### config.mk
export PLATFORM = sky130hd
export DESIGN_NAME = wb_victim_cache
export DESIGN_NICKNAME = d
export VERILOG_FILES = /design/src/rtl/wb_victim_cache.sv
export SDC_FILE = /design/constraint.sdc
export NUM_CORES = 1
export LEC_CHECK = 0
export BUFFER_PORTS_ARGS = -buffer_cell sky130_fd_sc_hd__buf_4
export CAP_MARGIN = 30
export CORE_MARGIN = 1
export CORE_UTILIZATION = 40
export DETAILED_ROUTE_END_ITERATION = 16
export MAX_ROUTING_LAYER = met4
export SLEW_MARGIN = 20
export SYNTH_ARGS = -nofsm -noshare
export SYNTH_HDL_FRONTEND = slang
export SYNTH_SLANG_ARGS = --single-unit
### constraint.sdc
create_clock -name clk -period 15.15 [get_ports clk]
set_input_delay 0.7575 -clock clk [delete_from_list [all_inputs] [get_ports clk]]
set_output_delay 0.7575 -clock clk [all_outputs]
set_load 0.05 [all_outputs]
### src/rtl/wb_victim_cache.sv
// Fully associative victim buffer sitting beside a write-back L1 dcache.
// Holds lines evicted from L1, answers L1-miss probes (a hit hands the line
// back and frees the entry), and writes dirty lines to memory when they are
// displaced from the buffer or drained by a flush.
module wb_victim_cache #(
  parameter int NUM_ENTRIES = 4,
  parameter int ADDR_W      = 32,
  parameter int LINE_W      = 128
) (
  input  logic              clk,
  input  logic              rst_n,
  // insert port (L1 eviction)
  input  logic              ins_valid_i,
  output logic              ins_ready_o,
  input  logic [ADDR_W-1:0] ins_addr_i,
  input  logic [LINE_W-1:0] ins_data_i,
  input  logic              ins_dirty_i,
  // lookup port (L1 miss probe)
  input  logic              lk_req_i,
  input  logic [ADDR_W-1:0] lk_addr_i,
  output logic              lk_ack_o,
  output logic              lk_hit_o,
  output logic [LINE_W-1:0] lk_data_o,
  output logic              lk_dirty_o,
  // flush control
  input  logic              flush_i,
  output logic              flush_done_o,
  // memory write port
  output logic              mem_req_o,
  output logic [ADDR_W-1:0] mem_addr_o,
  output logic [LINE_W-1:0] mem_w_data_o,
  input  logic              mem_ack_i
);

  localparam int OFFS_W = $clog2(LINE_W / 8);
  localparam int TAG_W  = ADDR_W - OFFS_W;
  localparam int IDX_W  = $clog2(NUM_ENTRIES);

  typedef enum logic [2:0] {
    S_IDLE,
    S_WB,
    S_FLUSH_SCAN,
    S_FLUSH_WB,
    S_FLUSH_DONE
  } state_t;

  state_t r_state, w_state_next;

  // Entry storage: valid/dirty are control state, tag/data are payload.
  logic [NUM_ENTRIES-1:0] r_valid;
  logic [NUM_ENTRIES-1:0] r_dirty;
  logic [TAG_W-1:0]       r_tag  [NUM_ENTRIES];
  logic [LINE_W-1:0]      r_data [NUM_ENTRIES];

  logic [IDX_W-1:0]  r_rr_ptr;
  logic [IDX_W-1:0]  r_scan_idx;

  // Line waiting to be written to memory.
  logic [TAG_W-1:0]  r_wb_tag;
  logic [LINE_W-1:0] r_wb_data;

  // Registered lookup response.
  logic              r_lk_ack;
  logic              r_lk_hit;
  logic              r_lk_dirty;
  logic [LINE_W-1:0] r_lk_data;

  logic [TAG_W-1:0]  w_ins_tag;
  logic [TAG_W-1:0]  w_lk_tag;
  logic              w_ins_hit;
  logic [IDX_W-1:0]  w_ins_hit_idx;
  logic              w_free;
  logic [IDX_W-1:0]  w_free_idx;
  logic              w_lk_hit;
  logic [IDX_W-1:0]  w_lk_idx;
  logic [IDX_W-1:0]  w_ins_slot;
  logic              w_ins_evict;
  logic              w_evict_dirty;
  logic              w_lk_go;
  logic              w_ins_go;
  logic              w_flush_go;
  logic              w_scan_last;
  logic              w_scan_wb;
  logic              w_unused_offs;

  assign w_ins_tag = ins_addr_i[ADDR_W-1:OFFS_W];
  assign w_lk_tag  = lk_addr_i[ADDR_W-1:OFFS_W];

  // Byte-offset bits of the request addresses carry no information here.
  assign w_unused_offs = ^{ins_addr_i[OFFS_W-1:0], lk_addr_i[OFFS_W-1:0]};

  // Associative search: tag match for insert and lookup, lowest free entry.
  // NOTE: every variable gets a default before the loop so no path leaves it
  // unassigned; otherwise synthesis would infer a latch to hold the old value.
  always_comb begin
    w_ins_hit     = 1'b0;
    w_ins_hit_idx = '0;
    w_free        = 1'b0;
    w_free_idx    = '0;
    w_lk_hit      = 1'b0;
    w_lk_idx      = '0;
    // Descending scan so the lowest matching/free index is the one kept.
    for (int i = NUM_ENTRIES - 1; i >= 0; i--) begin
      if (r_valid[i] && (r_tag[i] == w_ins_tag)) begin
        w_ins_hit     = 1'b1;
        w_ins_hit_idx = IDX_W'(i);
      end
      if (!r_valid[i]) begin
        w_free     = 1'b1;
        w_free_idx = IDX_W'(i);
      end
      if (r_valid[i] && (r_tag[i] == w_lk_tag)) begin
        w_lk_hit = 1'b1;
        w_lk_idx = IDX_W'(i);
      end
    end
  end

  // Slot choice: merge into an existing copy, else a free slot, else round-robin victim.
  always_comb begin
    w_ins_slot  = r_rr_ptr;
    w_ins_evict = 1'b0;
    if (w_ins_hit) begin
      w_ins_slot = w_ins_hit_idx;
    end else if (w_free) begin
      w_ins_slot = w_free_idx;
    end else begin
      w_ins_evict = 1'b1;
    end
  end

  assign w_evict_dirty = w_ins_evict && r_dirty[r_rr_ptr];

  // Lookup has priority over insert; a lookup is never serviced in the
  // cycle its previous ack is visible, so a held request re-probes later.
  assign w_lk_go     = (r_state == S_IDLE) && lk_req_i && !r_lk_ack;
  assign w_ins_go    = ins_valid_i && ins_ready_o;
  assign w_flush_go  = (r_state == S_IDLE) && flush_i && !lk_req_i && !ins_valid_i;
  assign w_scan_last = (r_scan_idx == IDX_W'(NUM_ENTRIES - 1));
  assign w_scan_wb   = r_valid[r_scan_idx] && r_dirty[r_scan_idx];

  // State register.
  // NOTE: sequential state uses non-blocking assignments so every flop
  // samples pre-edge values regardless of block evaluation order.
  always_ff @(posedge clk) begin
    if (!rst_n) r_state <= S_IDLE;
    else        r_state <= w_state_next;
  end

  // Next-state logic and state-decoded outputs.
  always_comb begin
    w_state_next = r_state;
    ins_ready_o  = 1'b0;
    mem_req_o    = 1'b0;
    flush_done_o = 1'b0;
    case (r_state)
      S_IDLE: begin
        ins_ready_o = !lk_req_i;
        if (w_ins_go && w_evict_dirty) w_state_next = S_WB;
        else if (w_flush_go)           w_state_next = S_FLUSH_SCAN;
      end
      S_WB: begin
        mem_req_o = 1'b1;
        if (mem_ack_i) w_state_next = S_IDLE;
      end
      S_FLUSH_SCAN: begin
        if (w_scan_wb)        w_state_next = S_FLUSH_WB;
        else if (w_scan_last) w_state_next = S_FLUSH_DONE;
      end
      S_FLUSH_WB: begin
        mem_req_o = 1'b1;
        if (mem_ack_i) w_state_next = w_scan_last ? S_FLUSH_DONE : S_FLUSH_SCAN;
      end
      S_FLUSH_DONE: begin
        flush_done_o = 1'b1;
        w_state_next = S_IDLE;
      end
      default: w_state_next = S_IDLE;
    endcase
  end

  // Control state: entry valid/dirty bits, pointers and the lookup response.
  always_ff @(posedge clk) begin
    if (!rst_n) begin
      r_valid    <= '0;
      r_dirty    <= '0;
      r_rr_ptr   <= '0;
      r_scan_idx <= '0;
      r_lk_ack   <= 1'b0;
      r_lk_hit   <= 1'b0;
      r_lk_dirty <= 1'b0;
      r_lk_data  <= '0;
    end else begin
      r_lk_ack   <= w_lk_go;
      r_lk_hit   <= w_lk_go && w_lk_hit;
      r_lk_dirty <= w_lk_go && w_lk_hit && r_dirty[w_lk_idx];
      r_lk_data  <= (w_lk_go && w_lk_hit) ? r_data[w_lk_idx] : '0;

      // A lookup hit swaps the line back to L1, so the entry is released.
      if (w_lk_go && w_lk_hit) r_valid[w_lk_idx] <= 1'b0;

      if (w_ins_go) begin
        r_valid[w_ins_slot] <= 1'b1;
        r_dirty[w_ins_slot] <= (w_ins_hit && r_dirty[w_ins_slot]) || ins_dirty_i;
        if (w_ins_evict) r_rr_ptr <= r_rr_ptr + 1'b1;
      end

      if (w_flush_go) r_scan_idx <= '0;

      if (r_state == S_FLUSH_SCAN) begin
        r_valid[r_scan_idx] <= 1'b0;
        r_dirty[r_scan_idx] <= 1'b0;
        if (!w_scan_wb && !w_scan_last) r_scan_idx <= r_scan_idx + 1'b1;
      end

      if ((r_state == S_FLUSH_WB) && mem_ack_i && !w_scan_last)
        r_scan_idx <= r_scan_idx + 1'b1;
    end
  end

  // Payload storage and writeback buffer.
  // NOTE: tag/data arrays are deliberately not reset; the valid bits gate
  // every use, and leaving wide storage out of reset keeps it plain RAM/flops.
  always_ff @(posedge clk) begin
    if (w_ins_go) begin
      r_tag[w_ins_slot]  <= w_ins_tag;
      r_data[w_ins_slot] <= ins_data_i;
    end
    if (w_ins_go && w_evict_dirty) begin
      r_wb_tag  <= r_tag[r_rr_ptr];
      r_wb_data <= r_data[r_rr_ptr];
    end
    if ((r_state == S_FLUSH_SCAN) && w_scan_wb) begin
      r_wb_tag  <= r_tag[r_scan_idx];
      r_wb_data <= r_data[r_scan_idx];
    end
  end

  assign lk_ack_o     = r_lk_ack;
  assign lk_hit_o     = r_lk_hit;
  assign lk_dirty_o   = r_lk_dirty;
  assign lk_data_o    = r_lk_data;
  assign mem_addr_o   = mem_req_o ? {r_wb_tag, {OFFS_W{1'b0}}} : '0;
  assign mem_w_data_o = mem_req_o ? r_wb_data : '0;

endmodule

==> load_flow_metrics.sql, run 1 <==
INSERT INTO impl_metrics (metric_group, metric, value, unit) VALUES
('status', 'outcome', 'complete, no violations', ''),
('layout', 'seqCellArea', '26400', 'sq um'),
('global_routing', 'grt_use_met2', '42.8', '%'),
('routing', 'vias', '27896', ''),
('timing', 'report.final.hold_viol_count', '0', ''),
('placement', 'numPortBuffers', '480', ''),
('layout', 'area_of_the_multi_input_gates', '16000', 'sq um'),
('global_routing', 'grt_max_degree', '134', ''),
('routing', 'route.detailed.wl_per_inst', '31.5', 'um'),
('routing', 'detail_route.vias_per_cell', '6.06', ''),
('power', 'peakVddDrop', '0.0856', 'mV'),
('global_routing', 'grt_antenna_before_repair', '15', ''),
('setup_path', 'type_of_the_worst_setup_path', 'reg2reg', ''),
('timing', 'tightestPinTransition', '1.37', 'ns'),
('routing', 'first_pass_iters', '7', ''),
('timing', 'final_critical_path_setup_slack', '9.70', 'ns'),
('worst_hold_path', 'worstHoldPathType', 'in2reg', ''),
('power', 'power.density', '109', 'nW/um^2'),
('logic_synthesis', 'ys_seq_elements', '928', ''),
('layout', 'final_nets', '3302', ''),
('logic_synthesis', 'synth.lib_cells_used.distinct', '60', ''),
('run', 'cap_violations', '0', ''),
('layout', 'layout-area-overhead-vs-synth', '19.9', '%'),
('routing', 'drtAntennaViolNets', '0', ''),
('global_routing', 'vias_in_the_first_global_route', '28096', ''),
('power', 'design_power_total', '5.67', 'mW'),
('timing', 'report.final.slew_viol_count', '0', ''),
('global_routing', 'grt-ovfl-total', '0', ''),
('die', 'num_io_pins', '493', ''),
('timing', 'finClkSkew', '0.0547', 'ns'),
('layout', 'fillerInstances', '9135', ''),
('clock_network', 'tritoncts', 'done', ''),
('clock_network', 'cts.sinks', '928', ''),
('clock_network', 'clock_tree.root_cell', 'clkbuf_16', ''),
('placement', 'place_congestion', '0.955', ''),
('setup_path', 'critical_path_peak_fanout', '47', ''),
('clock_network', 'cts_repair_resize_count', '0', ''),
('die', 'core-area', '107000', 'sq um'),
('setup_path', 'setup.worst_path.start_class', 'flip-flop', ''),
('routing', 'drc_violation_count_after_routing', '0', ''),
('layout', 'finalInstanceArea', '51900', 'sq um'),
('die', 'dieHeight', '331', 'um'),
('clock_network', 'cts_max_path_buffers', '3', ''),
('placement', 'dpl.hpwl', '89700', 'um'),
('die', 'dieWidth', '331', 'um'),
('timing', 'rsz0062_at_grt', 'false', ''),
('placement', 'dpl_worst_slack', '9.34', 'ns'),
('clock_network', 'clk_pin_slew_worst_paths', '0.06', 'ns'),
('timing', 'setup-violations-final', '0', ''),
('routing', 'route.final.wire_length', '145000', 'um'),
('routing', 'number_of_drc_markers_after_the_initial_detailed_route_iteration', '2938', ''),
('logic_synthesis', 'mappedNetlistArea', '43300', 'sq um'),
('global_routing', 'global_route.peak_usage_layer', 'met2', ''),
('placement', 'placed_cell_area', '48300', 'sq um'),
('logic_synthesis', 'post_synth_inst_count', '2671', ''),
('clock_network', 'num_cts_buffers', '103', ''),
('die', 'rows', '120', ''),
('logic_synthesis', 'seq_area_frac_synth', '61.0', '%'),
('timing', 'max-slew-margin-rel', '8.43', '%'),
('timing', 'maximum_operating_frequency', '184', 'MHz'),
('die', 'initial_utilization', '40.4', '%'),
('setup_path', 'worst_setup_path_end_kind', 'flip-flop', ''),
('setup_path', 'crit_arrival', '5.78', 'ns'),
('logic_synthesis', 'async_reset_ff_share', '0', '%'),
('logic_synthesis', 'post_synth.cell_area_avg', '16.2', 'sq um'),
('setup_path', 'critPathRequiredTime', '15.48', 'ns'),
('timing', 'final_clock_period_utilization_by_the_worst_path', '36.0', '%'),
('logic_synthesis', 'synth-edff-count', '780', ''),
('timing', 'setup-tns-final', '0', 'ns'),
('global_routing', 'grt_first_pass_wirelength', '204000', 'um'),
('logic_synthesis', 'dominantRegCellSynth', 'edfxtp_1', ''),
('power', 'power.leakage', '17.3', 'nW'),
('die', 'die_area', '109000', 'sq um'),
('timing', 'period_needed', '5.45', 'ns'),
('clock_network', 'cts_setup_buffers', '0', ''),
('global_routing', 'global_route.usage.met3', '4.50', '%'),
('clock_network', 'cts_hold_buffers', '0', ''),
('global_routing', 'gr-usage-met1', '34.9', '%'),
('global_routing', 'grt_usage', '26.7', '%'),
('clock_network', 'htree_num_levels', '3', ''),
('layout', 'final_layout_size_suffix_gt1_share', '37.0', '%'),
('logic_synthesis', 'synth.yosys.warnings', '0', ''),
('clock_network', 'worst_skew_pair.late_latency', '0.71', 'ns');
==> sequential cells by signal, indices dropped and copies added, names as in the netlist, 2 cells and up, named ones only <==
register and count:
r_data 512, r_rr_ptr 2, r_state 3, r_wb_data 128, r_wb_tag 28, r_scan_idx 2, r_valid 4, r_dirty 4
r_tag 112, lk_data_o 128
==> worst max-delay path: stages, from the launching register on <==
cell and delay (ns):
edfxtp_1 0.45, xnor2_1 0.65, nand4_1 0.15, or4_1 0.57, or4_1 0.57, o311ai_1 0.29, and3_4 0.88, buf_4 0.77
buf_4 0.65
==> power breakdown <==
| part | internal [mW] | switching [mW] | total [mW] | leakage, nW |
|---|---|---|---|---|
| Clock | 1.45 | 1.06 | 2.51 | 1.66 |
| Sequential | 2.81 | 0.0306 | 2.84 | 8.26 |
| Combinational | 0.155 | 0.174 | 0.330 | 7.37 |
==> final cells by class <==
class                   instances  area share, %
clock inverters                47           1.04
diodes                         16         0.0772
repair buffers                529           8.13
well taps                    1403           3.38
inverters                      13         0.0940
multi-input cells            1524           30.9
flip-flops and latches        928           50.9
clock buffers                 144           5.53
==> through the flow <==
| step | std cells | hold WS [ns] | util (%) |
|---|---|---|---|
| after global routing | 4602 | 0.214 | 48.4 |
| after CTS | 4584 | 0.193 | 48.3 |
| after global placement | 4385 | 0.506 | 44.9 |
| after detailed placement | 4393 | 0.503 | 45.1 |
| after floorplan | 2674 | 0.479 | - |
| final | 4604 | 0.247 | 48.4 |
==> cells by family after synthesis <==
logic type / after synthesis / synth area share (%)
other cells: 1 / 0.00867
mux: 471 / 20.4
compound gates: 309 / 5.34
buf+inv: 222 / 2.24
simple gates: 510 / 6.34
flops: 928 / 61.0
fa+ha+maj: 4 / 0.116
xor+xnor: 226 / 4.57
==> cell usage in the layout (no fill, tap or decap), drive strengths merged, types with 4 or more instances in the layout <==
| master | netlist | layout |
|---|---|---|
| or4 | 10 | 10 |
| bufinv | 0 | 7 |
| nand2 | 175 | 175 |
| mux4 | 313 | 313 |
| clkbuf | 152 | 144 |
| a2111oi | 4 | 4 |
| a21boi | 4 | 4 |
| o21ai | 9 | 9 |
| edfxtp | 780 | 780 |
| clkinv | 0 | 35 |
| nor2 | 22 | 22 |
| and2 | 160 | 160 |
| xor2 | 76 | 76 |
| a211oi | 7 | 7 |
| conb | 1 | 4 |
| inv | 13 | 15 |
| mux2 | 157 | 157 |
| a21oi | 136 | 136 |
| and4 | 4 | 4 |
| a31oi | 5 | 5 |
| nor3 | 7 | 7 |
| buf | 57 | 529 |
| ha | 4 | 4 |
| nand3 | 9 | 9 |
| diode | 0 | 16 |
| nand4 | 67 | 67 |
| xnor2 | 150 | 150 |
| nor4 | 36 | 36 |
| nor3b | 6 | 6 |
| a222oi | 128 | 128 |
| dfxtp | 148 | 148 |
==> synth_stat cells (2+ instances only) <==
library cell | n | area, sq um
ha_1 | 4 | 50.1
a222oi_1 | 128 | 1280
xor2_1 | 76 | 666
edfxtp_1 | 780 | 23400
nand3_1 | 9 | 45.0
nand4_1 | 67 | 419
inv_1 | 13 | 48.8
a31oi_1 | 5 | 31.3
or4_4 | 2 | 22.5
buf_1 | 26 | 97.6
nor2b_1 | 2 | 12.5
nor3_1 | 6 | 30.0
buf_4 | 4 | 30.0
o311ai_1 | 2 | 17.5
nand2_1 | 175 | 657
dfxtp_1 | 148 | 2960
nand3b_1 | 2 | 15.0
buf_6 | 14 | 158
clkbuf_1 | 151 | 567
o31ai_1 | 3 | 22.5
or2_2 | 3 | 18.8
buf_2 | 13 | 65.1
o21ai_0 | 8 | 40.0
and3_1 | 2 | 12.5
a21boi_0 | 4 | 30.0
and4_1 | 4 | 35.0
o21ba_1 | 3 | 30.0
and2_1 | 160 | 1000
xnor2_1 | 150 | 1310
nor3b_1 | 6 | 45.0
nor4_1 | 35 | 219
or4_1 | 8 | 60.1
mux2_2 | 157 | 1770
a2111oi_0 | 3 | 26.3
nor2_1 | 21 | 78.8
mux4_2 | 313 | 7050
a211oi_1 | 6 | 45.0
a21oi_1 | 136 | 681
==> worst paths after layout <==
kind	end	slack [ns]	cells after the start	start
max	r_data[0][13]$_DFFE_PP_	9.70	8	r_tag[0][11]$_DFFE_PP_
min	r_data[3][76]$_DFFE_PP_	0.25	1	ins_data_i[76]
min reg2reg	flip-flop	0.53	2	r_rr_ptr[1]$_SDFFE_PN0P_
max reg2reg	r_data[0][13]$_DFFE_PP_	9.70	8	r_tag[0][11]$_DFFE_PP_
==> routing by layer <==
metal / wire length (um) / vias up
met3: 11100 / 196
li1: - / 11695
met2: 72000 / 1344
met5: 0 / -
met4: 3580 / 0
met1: 58400 / 14661
(Power assumes the default switching activity.)
==> run 2, diff against run 1 <==
==> constraint.sdc (replaced) <==
create_clock -name clk -period 4.6 [get_ports clk]
set_input_delay 0.23 -clock clk [delete_from_list [all_inputs] [get_ports clk]]
set_output_delay 0.23 -clock clk [all_outputs]
set_load 0.05 [all_outputs]
==> load_flow_metrics.sql, run 2 (same netlist as run 1, synthesis figures left out) <==
INSERT INTO impl_metrics (metric_group, metric, value, unit) VALUES
('timing', 'report.final.hold_viol_count', '0', ''),
('setup_path', 'slowest_stage', 'buf_4', ''),
('routing', 'detailroute.wirelength.met3', '10800', 'um'),
('timing', 'rsz0062_at_grt', 'false', ''),
('layout', 'fillerInstances', '9018', ''),
('global_routing', 'grt_first_pass_wirelength', '204000', 'um'),
('setup_path', 'type_of_the_worst_setup_path', 'reg2reg', ''),
('clock_network', 'worst_skew_pair.late_latency', '0.71', 'ns'),
('clock_network', 'htree_num_levels', '3', ''),
('routing', 'first_pass_iters', '9', ''),
('clock_network', 'clock_tree.root_cell', 'clkbuf_16', ''),
('die', 'dieHeight', '331', 'um'),
('die', 'initial_utilization', '40.4', '%'),
('routing', 'wl_met1', '58300', 'um'),
('layout', 'finalInstanceArea', '53800', 'sq um'),
('placement', 'numPortBuffers', '480', ''),
('placement', 'numPlacedInstances', '4421', ''),
('power', 'power.leakage', '18.1', 'nW'),
('layout', 'largest_register', 'r_data', ''),
('global_routing', 'grt_antenna_before_repair', '7', ''),
('setup_path', 'worst-path-stages', '9', ''),
('timing', 'maximum_operating_frequency', '236', 'MHz'),
('setup_path', 'path_delay_family', 'buffers and inverters', ''),
('routing', 'detail_route.vias_per_cell', '5.96', ''),
('setup_path', 'cp-endpoint', 'r_dirty[3]$_SDFF_PN0_', ''),
('placement', 'place_congestion', '0.950', ''),
('clock_network', 'clk_pin_slew_worst_paths', '0.06', 'ns'),
('setup_path', 'crit-reg2reg-launch', 'r_tag[3][9]$_DFFE_PP_', ''),
('die', 'dieWidth', '331', 'um'),
('timing', 'max-slew-margin-rel', '37.8', '%'),
('setup_path', 'setup.worst_path.start_class', 'flip-flop', ''),
('global_routing', 'grt_max_degree', '108', ''),
('power', 'sw_frac_of_total', '22.5', '%'),
('global_routing', 'grt-ovfl-total', '0', ''),
('timing', 'period_needed', '4.24', 'ns'),
('routing', 'drtAntennaViolNets', '0', ''),
('routing', 'route.final.wire_length', '144000', 'um'),
('worst_hold_path', 'worstHoldPathType', 'in2reg', ''),
('layout', 'layout-area-overhead-vs-synth', '24.4', '%'),
('global_routing', 'vias_in_the_first_global_route', '29271', ''),
('worst_hold_path', 'min_path_cells', '4', ''),
('setup_path', 'rr_endpoint', 'r_dirty[3]$_SDFF_PN0_', ''),
('clock_network', 'cts_setup_buffers', '0', ''),
('timing', 'hold_slack', '0.147', 'ns'),
('routing', 'vias', '28494', ''),
('setup_path', 'critical_path_peak_fanout', '34', ''),
('clock_network', 'cts_max_path_buffers', '3', ''),
('setup_path', 'critical-path-max-stage-delay', '0.63', 'ns'),
('status', 'outcome', 'complete, no violations', ''),
('timing', 'setup-violations-final', '0', ''),
('power', 'share_comb_of_total_power', '6.6', '%'),
('routing', 'route.detailed.wl_per_inst', '30.2', 'um'),
('setup_path', 'crit_arrival', '4.83', 'ns'),
('clock_network', 'cts_repair_resize_count', '0', ''),
('run', 'cap_violations', '0', ''),
('timing', 'finClkSkew', '0.0580', 'ns'),
('setup_path', 'worst_setup_path_end_kind', 'flip-flop', ''),
('power', 'clockPowerShare', '43.0', '%'),
('clock_network', 'tritoncts', 'done', ''),
('routing', 'number_of_drc_markers_after_the_initial_detailed_route_iteration', '3088', ''),
('layout', 'finalCoreUtilization', '50.2', '%'),
('layout', 'largest_register_ffs', '512', ''),
('setup_path', 'cp_num_buf_inv', '2', ''),
('power', 'switching_power', '4.16', 'mW'),
('die', 'rows', '120', ''),
('power', 'power.density', '344', 'nW/um^2'),
('routing', 'drc_violation_count_after_routing', '0', ''),
('layout', 'instances_no_fill', '4783', ''),
('setup_path', 'path_cells', 'xnor2_1 -> nand2_1 -> a2111oi_0 -> and4_1 -> o21ai_0 -> nor3_4 -> buf_4 -> a211oi_1 -> dlygate4sd3_1', ''),
('layout', 'final_common_cell', 'edfxtp_1', ''),
('timing', 'report.final.slew_viol_count', '0', ''),
('power', 'design_power_total', '18.5', 'mW'),
('global_routing', 'grt_usage', '26.6', '%'),
('setup_path', 'worstSetupStartpoint', 'r_tag[3][9]$_DFFE_PP_', ''),
('timing', 'final_clock_period_utilization_by_the_worst_path', '92.2', '%'),
('placement', 'placed_cell_area', '48900', 'sq um'),
('die', 'die_area', '109000', 'sq um'),
('clock_network', 'cts_hold_buffers', '163', ''),
('die', 'core-area', '107000', 'sq um'),
('clock_network', 'num_cts_buffers', '102', ''),
('timing', 'tightestPinTransition', '0.933', 'ns'),
('routing', 'highest-signal-layer', 'met4', ''),
('routing', 'routed-wl-met2', '72000', 'um'),
('layout', 'final_layout_size_suffix_gt1_share', '35.7', '%'),
('layout', 'final_nets', '3488', ''),
('setup_path', 'critPathRequiredTime', '5.19', 'ns'),
('power', 'peakVddDrop', '0.297', 'mV'),
('power', 'p_int', '14.4', 'mW'),
('die', 'num_io_pins', '493', ''),
('clock_network', 'cts.sinks', '928', ''),
('placement', 'dpl.hpwl', '92600', 'um'),
('setup_path', 'reg2reg_setup_slack', '0.36', 'ns'),
('power', 'seq_power_share', '50.4', '%'),
('layout', 'layout.cells.most_common_list', 'edfxtp_1 (780), buf_4 (517), mux4_2 (313)', ''),
('setup_path', 'reg2reg_depth', '9', '');
-- run 2: tightest hold or removal path: cells and delay by family --
family	cells	cell delay, ns
AOI/OAI and AO/OA	2	0.27
buffers and inverters	1	0.12
and+or+nand+nor	1	0.19
-- run 2: layout make-up --
| cell class | count | area [sq um] | share of cell area, % |
|---|---|---|---|
| flip-flops and latches | 928 | 26400 | 49.0 |
| diodes | 8 | 20.0 | 0.0372 |
| clock buffers | 150 | 2900 | 5.39 |
| clock inverters | 41 | 388 | 0.721 |
| inverters | 13 | 48.8 | 0.0906 |
| well taps | 1403 | 1760 | 3.26 |
| multi-input cells | 1524 | 16100 | 29.9 |
| repair buffers | 716 | 6220 | 11.6 |
-- run 2: metal layers --
layer | GRT usage, % | vias to the layer above
li1 | - | 12066
met3 | 4.61 | 156
met4 | 6.59 | 0
met5 | - | -
met2 | 43.3 | 1311
met1 | 34.8 | 14961
-- run 2: power groups by stage --
stage	Combinational (mW)	Sequential, mW	Clock (mW)
2_1_floorplan	0.638	9.49	0
6_report	1.22	9.34	7.96
5_1_grt	1.30	9.35	8.45
3_5_place_dp	1.10	9.52	0
3_3_place_gp	1.08	9.50	0
4_1_cts	1.23	9.34	8.11
-- run 2: per-stage QoR --
step	TNS [ns]	worst slack, ns
after global placement	0	0.702
after global routing	0	0.155
after detailed placement	0	0.780
after CTS	0	0.408
after floorplan	-681.65	-1.61
final	0	0.358
-- run 2: worst min path at each step --
stage / slack (ns) / endpoint / from
floorplan: 0.33 / r_data[0][0]$_DFFE_PP_ / ins_data_i[0]
global placement: 0.43 / r_data[1][119]$_DFFE_PP_ / ins_data_i[119]
detailed placement: 0.43 / r_data[2][99]$_DFFE_PP_ / ins_data_i[99]
CTS: 0.08 / lk_ack_o$_SDFF_PN0_ / lk_req_i
global route: 0.14 / lk_ack_o$_SDFF_PN0_ / lk_req_i
finish: 0.15 / r_valid[3]$_SDFF_PN0_ / lk_req_i
